--- config.mk ---
export PLATFORM = sky130hd
export DESIGN_NAME = id_ex_register_flat
export DESIGN_NICKNAME = d
export VERILOG_FILES = /design/src/rtl/pipe_pkg.sv /design/src/rtl/id_ex_register_if.sv /design/src/rtl/id_ex_register_hazard_detect.sv /design/src/rtl/id_ex_register.sv /design/src/flat_wrapper.sv
export SDC_FILE = /design/constraint.sdc
export NUM_CORES = 1
export LEC_CHECK = 0
export CORE_MARGIN = 1
export CORE_UTILIZATION = 38
export CTS_CLUSTER_SIZE = 12
export DETAILED_ROUTE_END_ITERATION = 16
export PLACE_DENSITY_LB_ADDON = 0.05
export SLEW_MARGIN = 25
export SYNTH_ARGS = -nofsm -noshare
export SYNTH_HDL_FRONTEND = slang
export SYNTH_SLANG_ARGS = --single-unit
--- constraint.sdc ---
create_clock -name CLK -period 1.9 [get_ports CLK]
set_input_delay 0.285 -clock CLK [delete_from_list [all_inputs] [get_ports CLK]]
set_output_delay 0.285 -clock CLK [all_outputs]
set_load 0.03 [all_outputs]
--- src/rtl/pipe_pkg.sv ---
// Shared pipeline definitions: control bundle layout and ALU operation codes.
package pipe_pkg;

    localparam int unsigned CTRL_W = 11;
    localparam int unsigned REG_AW = 5;

    // Bit positions of the control bundle fields, MSB first.
    localparam int unsigned CTRL_REGWRITE_BIT = 10;
    localparam int unsigned CTRL_MEMREAD_BIT  = 9;
    localparam int unsigned CTRL_MEMWRITE_BIT = 8;
    localparam int unsigned CTRL_MEMTOREG_BIT = 7;
    localparam int unsigned CTRL_ALUSRC_BIT   = 6;
    localparam int unsigned CTRL_REGDST_BIT   = 5;
    localparam int unsigned CTRL_BRANCH_BIT   = 4;
    localparam int unsigned CTRL_ALUOP_LSB    = 0;
    localparam int unsigned CTRL_ALUOP_W      = 4;

    typedef enum logic [CTRL_ALUOP_W-1:0] {
        ALU_ADD = 4'h0,
        ALU_SUB = 4'h1,
        ALU_AND = 4'h2,
        ALU_OR  = 4'h3,
        ALU_XOR = 4'h4,
        ALU_NOR = 4'h5,
        ALU_SLT = 4'h6,
        ALU_SLL = 4'h7,
        ALU_SRL = 4'h8,
        ALU_SRA = 4'h9,
        ALU_LUI = 4'hA
    } alu_op_e;

    typedef struct packed {
        logic                    reg_write_en;
        logic                    mem_read;
        logic                    mem_write;
        logic                    mem_to_reg;
        logic                    alu_src;
        logic                    reg_dst;
        logic                    branch;
        logic [CTRL_ALUOP_W-1:0] alu_op;
    } ctrl_t;

endpackage

--- src/rtl/id_ex_register_if.sv ---
// Decode-to-execute bus: decode-side inputs, execute-side outputs, stall feedback.
interface id_ex_register_if
    import pipe_pkg::*;
#(
    parameter int unsigned DATA_W = 32,
    parameter int unsigned CNT_W  = 16
);
    logic              Flush;
    logic              Valid_D;
    logic [DATA_W-1:0] PC4_D;
    logic [DATA_W-1:0] RsData_D;
    logic [DATA_W-1:0] RtData_D;
    logic [DATA_W-1:0] Imm_D;
    logic [REG_AW-1:0] RsAddr_D;
    logic [REG_AW-1:0] RtAddr_D;
    logic [REG_AW-1:0] RdAddr_D;
    logic [CTRL_W-1:0] Ctrl_D;

    logic [DATA_W-1:0] PC4_E;
    logic [DATA_W-1:0] RsData_E;
    logic [DATA_W-1:0] RtData_E;
    logic [DATA_W-1:0] Imm_E;
    logic [REG_AW-1:0] RsAddr_E;
    logic [REG_AW-1:0] RtAddr_E;
    logic [REG_AW-1:0] RegDstAddr_E;
    logic              RegWriteEN_E;
    logic [CTRL_W-1:0] Ctrl_E;
    logic              Valid_E;
    logic              Stall_D;
    logic [CNT_W-1:0]  StallCnt;

    modport master (
        output Flush, Valid_D, PC4_D, RsData_D, RtData_D, Imm_D,
               RsAddr_D, RtAddr_D, RdAddr_D, Ctrl_D,
        input  PC4_E, RsData_E, RtData_E, Imm_E, RsAddr_E, RtAddr_E,
               RegDstAddr_E, RegWriteEN_E, Ctrl_E, Valid_E, Stall_D, StallCnt
    );

    modport slave (
        input  Flush, Valid_D, PC4_D, RsData_D, RtData_D, Imm_D,
               RsAddr_D, RtAddr_D, RdAddr_D, Ctrl_D,
        output PC4_E, RsData_E, RtData_E, Imm_E, RsAddr_E, RtAddr_E,
               RegDstAddr_E, RegWriteEN_E, Ctrl_E, Valid_E, Stall_D, StallCnt
    );

endinterface

--- src/rtl/id_ex_register_hazard_detect.sv ---
// Load-use hazard comparator: a load in E whose destination is read in D.
module hazard_detect
    import pipe_pkg::*;
(
    input  logic              flush,
    input  logic              valid_e,
    input  logic              mem_read_e,
    input  logic [REG_AW-1:0] dst_e,
    input  logic [REG_AW-1:0] rs_d,
    input  logic [REG_AW-1:0] rt_d,
    output logic              stall_c
);

    // Flush suppresses the stall; $0 is never a real dependency.
    always_comb begin
        stall_c = ~flush & valid_e & mem_read_e & (dst_e != REG_AW'(0))
                & ((dst_e == rs_d) | (dst_e == rt_d));
    end

endmodule

--- src/rtl/id_ex_register.sv ---
// ID/EX pipeline register with load-use stall generation and stall counter.
module id_ex_register
    import pipe_pkg::*;
#(
    parameter int unsigned DATA_W = 32,
    parameter int unsigned CNT_W  = 16
) (
    input  logic            CLK,
    input  logic            RSTn,
    id_ex_register_if.slave bus
);

    localparam logic [CNT_W-1:0] CNT_MAX = '1;

    logic              valid_q, valid_d;
    ctrl_t             ctrl_q, ctrl_d;
    logic [REG_AW-1:0] dst_q, dst_d;
    logic [REG_AW-1:0] rs_q, rs_d;
    logic [REG_AW-1:0] rt_q, rt_d;
    logic [DATA_W-1:0] pc4_q, pc4_d;
    logic [DATA_W-1:0] rsd_q, rsd_d;
    logic [DATA_W-1:0] rtd_q, rtd_d;
    logic [DATA_W-1:0] imm_q, imm_d;
    logic [CNT_W-1:0]  cnt_q, cnt_d;

    ctrl_t ctrl_in;
    logic  stall_c;

    assign ctrl_in = ctrl_t'(bus.Ctrl_D);

    hazard_detect u_hazard (
        .flush      (bus.Flush),
        .valid_e    (valid_q),
        .mem_read_e (ctrl_q.mem_read),
        .dst_e      (dst_q),
        .rs_d       (bus.RsAddr_D),
        .rt_d       (bus.RtAddr_D),
        .stall_c    (stall_c)
    );

    // Next E-stage slot: bubble on flush, stall or upstream bubble, else capture.
    always_comb begin
        valid_d = valid_q;
        ctrl_d  = ctrl_q;
        dst_d   = dst_q;
        rs_d    = rs_q;
        rt_d    = rt_q;
        pc4_d   = pc4_q;
        rsd_d   = rsd_q;
        rtd_d   = rtd_q;
        imm_d   = imm_q;
        cnt_d   = cnt_q;

        if (bus.Flush || stall_c || !bus.Valid_D) begin
            // Datapath fields hold; only the control/address side is cleared.
            valid_d = 1'b0;
            ctrl_d  = '0;
            dst_d   = '0;
            rs_d    = '0;
            rt_d    = '0;
        end else begin
            valid_d = 1'b1;
            ctrl_d  = ctrl_in;
            rs_d    = bus.RsAddr_D;
            rt_d    = bus.RtAddr_D;
            pc4_d   = bus.PC4_D;
            rsd_d   = bus.RsData_D;
            rtd_d   = bus.RtData_D;
            imm_d   = bus.Imm_D;
            if (!ctrl_in.reg_write_en) begin
                dst_d = '0;
            end else if (ctrl_in.reg_dst) begin
                dst_d = bus.RdAddr_D;
            end else begin
                dst_d = bus.RtAddr_D;
            end
        end

        if (stall_c && (cnt_q != CNT_MAX)) begin
            cnt_d = cnt_q + CNT_W'(1);
        end
    end

    // Pipeline state and stall counter.
    always_ff @(posedge CLK or negedge RSTn) begin
        if (!RSTn) begin
            valid_q <= 1'b0;
            ctrl_q  <= '0;
            dst_q   <= '0;
            rs_q    <= '0;
            rt_q    <= '0;
            pc4_q   <= '0;
            rsd_q   <= '0;
            rtd_q   <= '0;
            imm_q   <= '0;
            cnt_q   <= '0;
        end else begin
            valid_q <= valid_d;
            ctrl_q  <= ctrl_d;
            dst_q   <= dst_d;
            rs_q    <= rs_d;
            rt_q    <= rt_d;
            pc4_q   <= pc4_d;
            rsd_q   <= rsd_d;
            rtd_q   <= rtd_d;
            imm_q   <= imm_d;
            cnt_q   <= cnt_d;
        end
    end

    assign bus.Valid_E      = valid_q;
    assign bus.Ctrl_E       = ctrl_q;
    assign bus.RegWriteEN_E = ctrl_q.reg_write_en;
    assign bus.RegDstAddr_E = dst_q;
    assign bus.RsAddr_E     = rs_q;
    assign bus.RtAddr_E     = rt_q;
    assign bus.PC4_E        = pc4_q;
    assign bus.RsData_E     = rsd_q;
    assign bus.RtData_E     = rtd_q;
    assign bus.Imm_E        = imm_q;
    assign bus.StallCnt     = cnt_q;
    assign bus.Stall_D      = stall_c;

endmodule

--- src/flat_wrapper.sv ---
// flat-port wrapper written by rule: the top's interface ports become plain ports
module id_ex_register_flat import pipe_pkg::*;
#(
    parameter int unsigned DATA_W = 32,
    parameter int unsigned CNT_W  = 16
)
  (CLK, RSTn, bus_Flush, bus_Valid_D, bus_PC4_D, bus_RsData_D, bus_RtData_D, bus_Imm_D, bus_RsAddr_D, bus_RtAddr_D, bus_RdAddr_D, bus_Ctrl_D, bus_PC4_E, bus_RsData_E, bus_RtData_E, bus_Imm_E, bus_RsAddr_E, bus_RtAddr_E, bus_RegDstAddr_E, bus_RegWriteEN_E, bus_Ctrl_E, bus_Valid_E, bus_Stall_D, bus_StallCnt);
  id_ex_register_if #(.DATA_W(DATA_W), .CNT_W(CNT_W)) bus_i ();
  input  logic CLK;
  input  logic RSTn;
  input wire logic [$bits(bus_i.Flush)-1:0] bus_Flush;
  input wire logic [$bits(bus_i.Valid_D)-1:0] bus_Valid_D;
  input wire logic [$bits(bus_i.PC4_D)-1:0] bus_PC4_D;
  input wire logic [$bits(bus_i.RsData_D)-1:0] bus_RsData_D;
  input wire logic [$bits(bus_i.RtData_D)-1:0] bus_RtData_D;
  input wire logic [$bits(bus_i.Imm_D)-1:0] bus_Imm_D;
  input wire logic [$bits(bus_i.RsAddr_D)-1:0] bus_RsAddr_D;
  input wire logic [$bits(bus_i.RtAddr_D)-1:0] bus_RtAddr_D;
  input wire logic [$bits(bus_i.RdAddr_D)-1:0] bus_RdAddr_D;
  input wire logic [$bits(bus_i.Ctrl_D)-1:0] bus_Ctrl_D;
  output wire logic [$bits(bus_i.PC4_E)-1:0] bus_PC4_E;
  output wire logic [$bits(bus_i.RsData_E)-1:0] bus_RsData_E;
  output wire logic [$bits(bus_i.RtData_E)-1:0] bus_RtData_E;
  output wire logic [$bits(bus_i.Imm_E)-1:0] bus_Imm_E;
  output wire logic [$bits(bus_i.RsAddr_E)-1:0] bus_RsAddr_E;
  output wire logic [$bits(bus_i.RtAddr_E)-1:0] bus_RtAddr_E;
  output wire logic [$bits(bus_i.RegDstAddr_E)-1:0] bus_RegDstAddr_E;
  output wire logic [$bits(bus_i.RegWriteEN_E)-1:0] bus_RegWriteEN_E;
  output wire logic [$bits(bus_i.Ctrl_E)-1:0] bus_Ctrl_E;
  output wire logic [$bits(bus_i.Valid_E)-1:0] bus_Valid_E;
  output wire logic [$bits(bus_i.Stall_D)-1:0] bus_Stall_D;
  output wire logic [$bits(bus_i.StallCnt)-1:0] bus_StallCnt;
  assign bus_i.Flush = bus_Flush;
  assign bus_i.Valid_D = bus_Valid_D;
  assign bus_i.PC4_D = bus_PC4_D;
  assign bus_i.RsData_D = bus_RsData_D;
  assign bus_i.RtData_D = bus_RtData_D;
  assign bus_i.Imm_D = bus_Imm_D;
  assign bus_i.RsAddr_D = bus_RsAddr_D;
  assign bus_i.RtAddr_D = bus_RtAddr_D;
  assign bus_i.RdAddr_D = bus_RdAddr_D;
  assign bus_i.Ctrl_D = bus_Ctrl_D;
  assign bus_PC4_E = bus_i.PC4_E;
  assign bus_RsData_E = bus_i.RsData_E;
  assign bus_RtData_E = bus_i.RtData_E;
  assign bus_Imm_E = bus_i.Imm_E;
  assign bus_RsAddr_E = bus_i.RsAddr_E;
  assign bus_RtAddr_E = bus_i.RtAddr_E;
  assign bus_RegDstAddr_E = bus_i.RegDstAddr_E;
  assign bus_RegWriteEN_E = bus_i.RegWriteEN_E;
  assign bus_Ctrl_E = bus_i.Ctrl_E;
  assign bus_Valid_E = bus_i.Valid_E;
  assign bus_Stall_D = bus_i.Stall_D;
  assign bus_StallCnt = bus_i.StallCnt;
  id_ex_register #(.DATA_W(DATA_W), .CNT_W(CNT_W)) u_core (.CLK(CLK), .RSTn(RSTn), .bus(bus_i));
endmodule
==> flow_summary.toml <==
[status]
status = "complete, but fails checks"
failed_checks = "negative setup slack"

[power_and_ir_drop]
clkPwrFrac = 0.313
p_leak_nw = 5.504
p_switching_mw = 3.287
power_frac_seq = 0.396
ir_drop_v = 0.0006086
p_total_mw = 10.89
switching_share = 0.3017
power_frac_comb = 0.290
power_density_nw_per_um2 = 914.6
internal-power_mw = 7.607

[critical_path]
crit_type = "flip-flop to flip-flop"
cpLargestDelayFamily = "simple AND/OR/NAND/NOR gates"
critPathCaptureType = "flip-flop"
crit_chain = "or4_4 -> o21ai_4 -> buf_4 -> o21ai_4 -> buf_12 -> buf_12 -> mux2_4"
cp.buffers_inverters = 3
crit_start = "u_core.bus.RegDstAddr_E[2]"
r2r-end = "u_core.bus.RsData_E[7]"
slowest_stage = "or4_4"
start_kind = "flip-flop"
cp_max_fo = 15
r2r_slack_ns = -0.26
slowest_delay_ns = 0.56
worstRegToRegCells = 7
cp.depth = 7
cp_data_required_time_ns = 2.20
worstPathArrival_ns = 2.46
r2r_start = "u_core.bus.RegDstAddr_E[2]"

[floorplan]
dieArea_sq_um = 19610
fp-row-count = 50
io_pins = 331
die_h_um = 140.0
coreArea_sq_um = 18710
initial_core_util = 0.3871
die_x_um = 140.0

[yosys]
ys_ff_latch = 171
ys_top_cells_by_count = "171 x dfrtp_1, 120 x mux2_4, 21 x and2_1, 21 x xnor2_1"
synth_cell_types = 31
syn_inst = 432
synth.most_common_cell = "dfrtp_1"
synth_ff_type = "dfrtp_1"
synth_top_area_share = 0.5910
synth-seq-area-share = 0.5910
synth-edff-count = 0
ys_warn_count = 0
synth_top_cell_by_area = "dfrtp_1"
synthTopCellsByArea = "dfrtp_1 59%, mux2_4 25%, buf_12 3.0%, xnor2_1 2.5%, mux2_2 1.9%"
syn_nets = 591
syn_area_sq_um = 7241
syn-mean-instance-area_sq_um = 16.76
async_reset_ff_frac = 1.000

[global_route]
grt_max_degree = 60
antenna_found_initial = 0
grt_pass1_wl_um = 31070
grt_pass1_vias = 5360
groute.usage.overall = 0.2112
grt_remaining_overflow = 0

[sta]
grt_setup_unrepaired = "yes"
skew_ns = 0.009510
max_slew.worst_pin.slew_ns = 0.6305
final_max_slew_viol_count = 0
hold_violations = 0
setup_ws_ns = -0.2566
max_freq_ghz = 0.4637
slew_headroom = 0.5797
period_share = 1.135
setup_viol = 162
setup-tns-final_ns = -30.63
fin_crit_ns = 2.157

[finish]
design_area_sq_um = 11910
drive_gt1_frac = 0.2969
seqCellArea_sq_um = 4285
diodes = 0
nNetsFinal = 978
areaGrowthSynthToFinish_pct = 64.51
multi_input_area_sq_um = 2760
fillCellCount = 1390

[clock_network]
clockRootBuffer = "clkbuf_16"
cts_buffers = 17
clk_pin_slew_ns = 0.07
clk_latency_ns = 0.43
h-tree-depth = 4
cts_tree = "built"
numClockSinks = 171
clockBufferDepth = 2

[placement]
io_buffers = 330
gp_congestion = 0.7869
dp_hpwl_um = 15100
place_area_sq_um = 11050

[route]
drc = 0
wire_per_inst_um = 19.17
drt_iter0_markers = 121
viasPerCell = 4.670
dr.pass1.iters = 5
wl_um = 20440
final_antenna_net_count = 0
via_count = 4978

[run]
drv_cap = 0

[min_path]
hold-path-endpoint = "u_core.bus.Ctrl_E[0]"
min_path_cells = 2
hold_path_startpoint = "bus_Ctrl_D[0]"
hp-class = "input pin to flip-flop"
[cell usage in the layout (no fill, tap or decap), types with 3 or more instances in the layout]
| master | count |
|---|---|
| clkdlybuf4s50_1 | 321 |
| dfrtp_1 | 166 |
| mux2_4 | 123 |
| buf_4 | 34 |
| and2_1 | 21 |
| xnor2_1 | 20 |
| clkbuf_16 | 19 |
| buf_12 | 14 |
| nand3_1 | 10 |
| buf_6 | 10 |
| mux2_2 | 9 |
| nand4_1 | 8 |
| nand2_1 | 6 |
| mux2i_1 | 5 |
| and3_1 | 5 |
| dfrtp_2 | 5 |
| inv_6 | 4 |
| nor2_4 | 3 |
| nor2_2 | 3 |
| clkinvlp_4 | 3 |
| clkinv_4 | 3 |
| dlygate4sd2_1 | 3 |
| dlymetal6s2s_1 | 3 |
[per-layer routing]
layer  wire (um)  global-route usage  up-vias  share of wire
met2       10340              0.3653      212           0.51
met3        1449             0.07111       27          0.071
met4         461             0.08849        0          0.023
met5           0                   0        -              0
li1            -                   -     2275              -
met1        8185              0.2382     2464           0.40
[timing repair]
item	CTS	global route
resized for setup	24	20
hold endpoints to repair	52	0
setup buffers	9	4
endpoints found under the setup margin	156	168
gates cloned	1	2
hold buffers	1	0
pin swaps	17	6
[cell families after synthesis]
logic type	count (synthesis)	synth area share
DFF	171	0.5910
xor gates and xnor gates	22	0.02661
buffers and inverters	23	0.04078
adders and majority gates	1	0.001728
and+or+nand+nor	72	0.05685
muxes	137	0.2744
AOI/OAI and AO/OA	6	0.008641
[worst reg2reg max path, stage by stage, from the launching register on]
cell     delay (ns)
dfrtp_2        0.45
or4_4          0.56
o21ai_4        0.16
buf_4          0.14
o21ai_4        0.08
buf_12         0.16
buf_12         0.17
mux2_4         0.31
[stage by stage]
stage	utilization	std cells	hold slack, ns	worst slack, ns
final	0.6368	1066	0.4088	-0.2566
after global routing	0.6368	1066	0.3956	-0.3104
after CTS	0.6311	1061	0.3884	-0.2471
after detailed placement	0.5906	1018	0.3268	-0.5147
after global placement	0.5906	1018	0.3119	-0.4839
after floorplan	-	432	-0.01059	-0.2509
[final cells by class]
class | instances | area share
clock buffers | 18 | 0.03687
clock inverters | 14 | 0.01134
inverters | 3 | 0.001155
multi-input cells | 238 | 0.2317
flip-flops and latches | 171 | 0.3598
well taps | 234 | 0.02458
repair buffers | 388 | 0.3346
[worst max-delay path by stage]
stage | slack [ns] | to
2_1_floorplan | -0.25 | u_core.bus.Imm_E[0]
3_3_place_gp | -0.48 | u_core.bus.Imm_E[16]
3_5_place_dp | -0.51 | u_core.bus.Imm_E[18]
4_1_cts | -0.25 | bus_Stall_D
5_1_grt | -0.31 | bus_Stall_D
6_report | -0.26 | u_core.bus.RsData_E[7]
[flip-flops by register name (all words and copies together) (netlist names)]
| name | flops |
|---|---|
| u_core.bus.Ctrl_E | 10 |
| u_core.bus.Imm_E | 32 |
| u_core.bus.PC4_E | 32 |
| u_core.bus.RegDstAddr_E | 5 |
| u_core.bus.RegWriteEN_E | 1 |
| u_core.bus.RsAddr_E | 5 |
| u_core.bus.RsData_E | 32 |
| u_core.bus.RtAddr_E | 5 |
| u_core.bus.RtData_E | 32 |
| u_core.bus.StallCnt | 16 |
| u_core.bus.Valid_E | 1 |
[power by group through the flow]
stage	sequential, mW	clock, mW	combinational, mW
6_report	4.32	3.41	3.16
3_3_place_gp	4.36	0	3.11
3_5_place_dp	4.38	0	3.14
4_1_cts	4.32	3.49	3.18
5_1_grt	4.36	3.66	3.30
2_1_floorplan	5.21	0	0.798
Power figures use the tool's default switching activity.
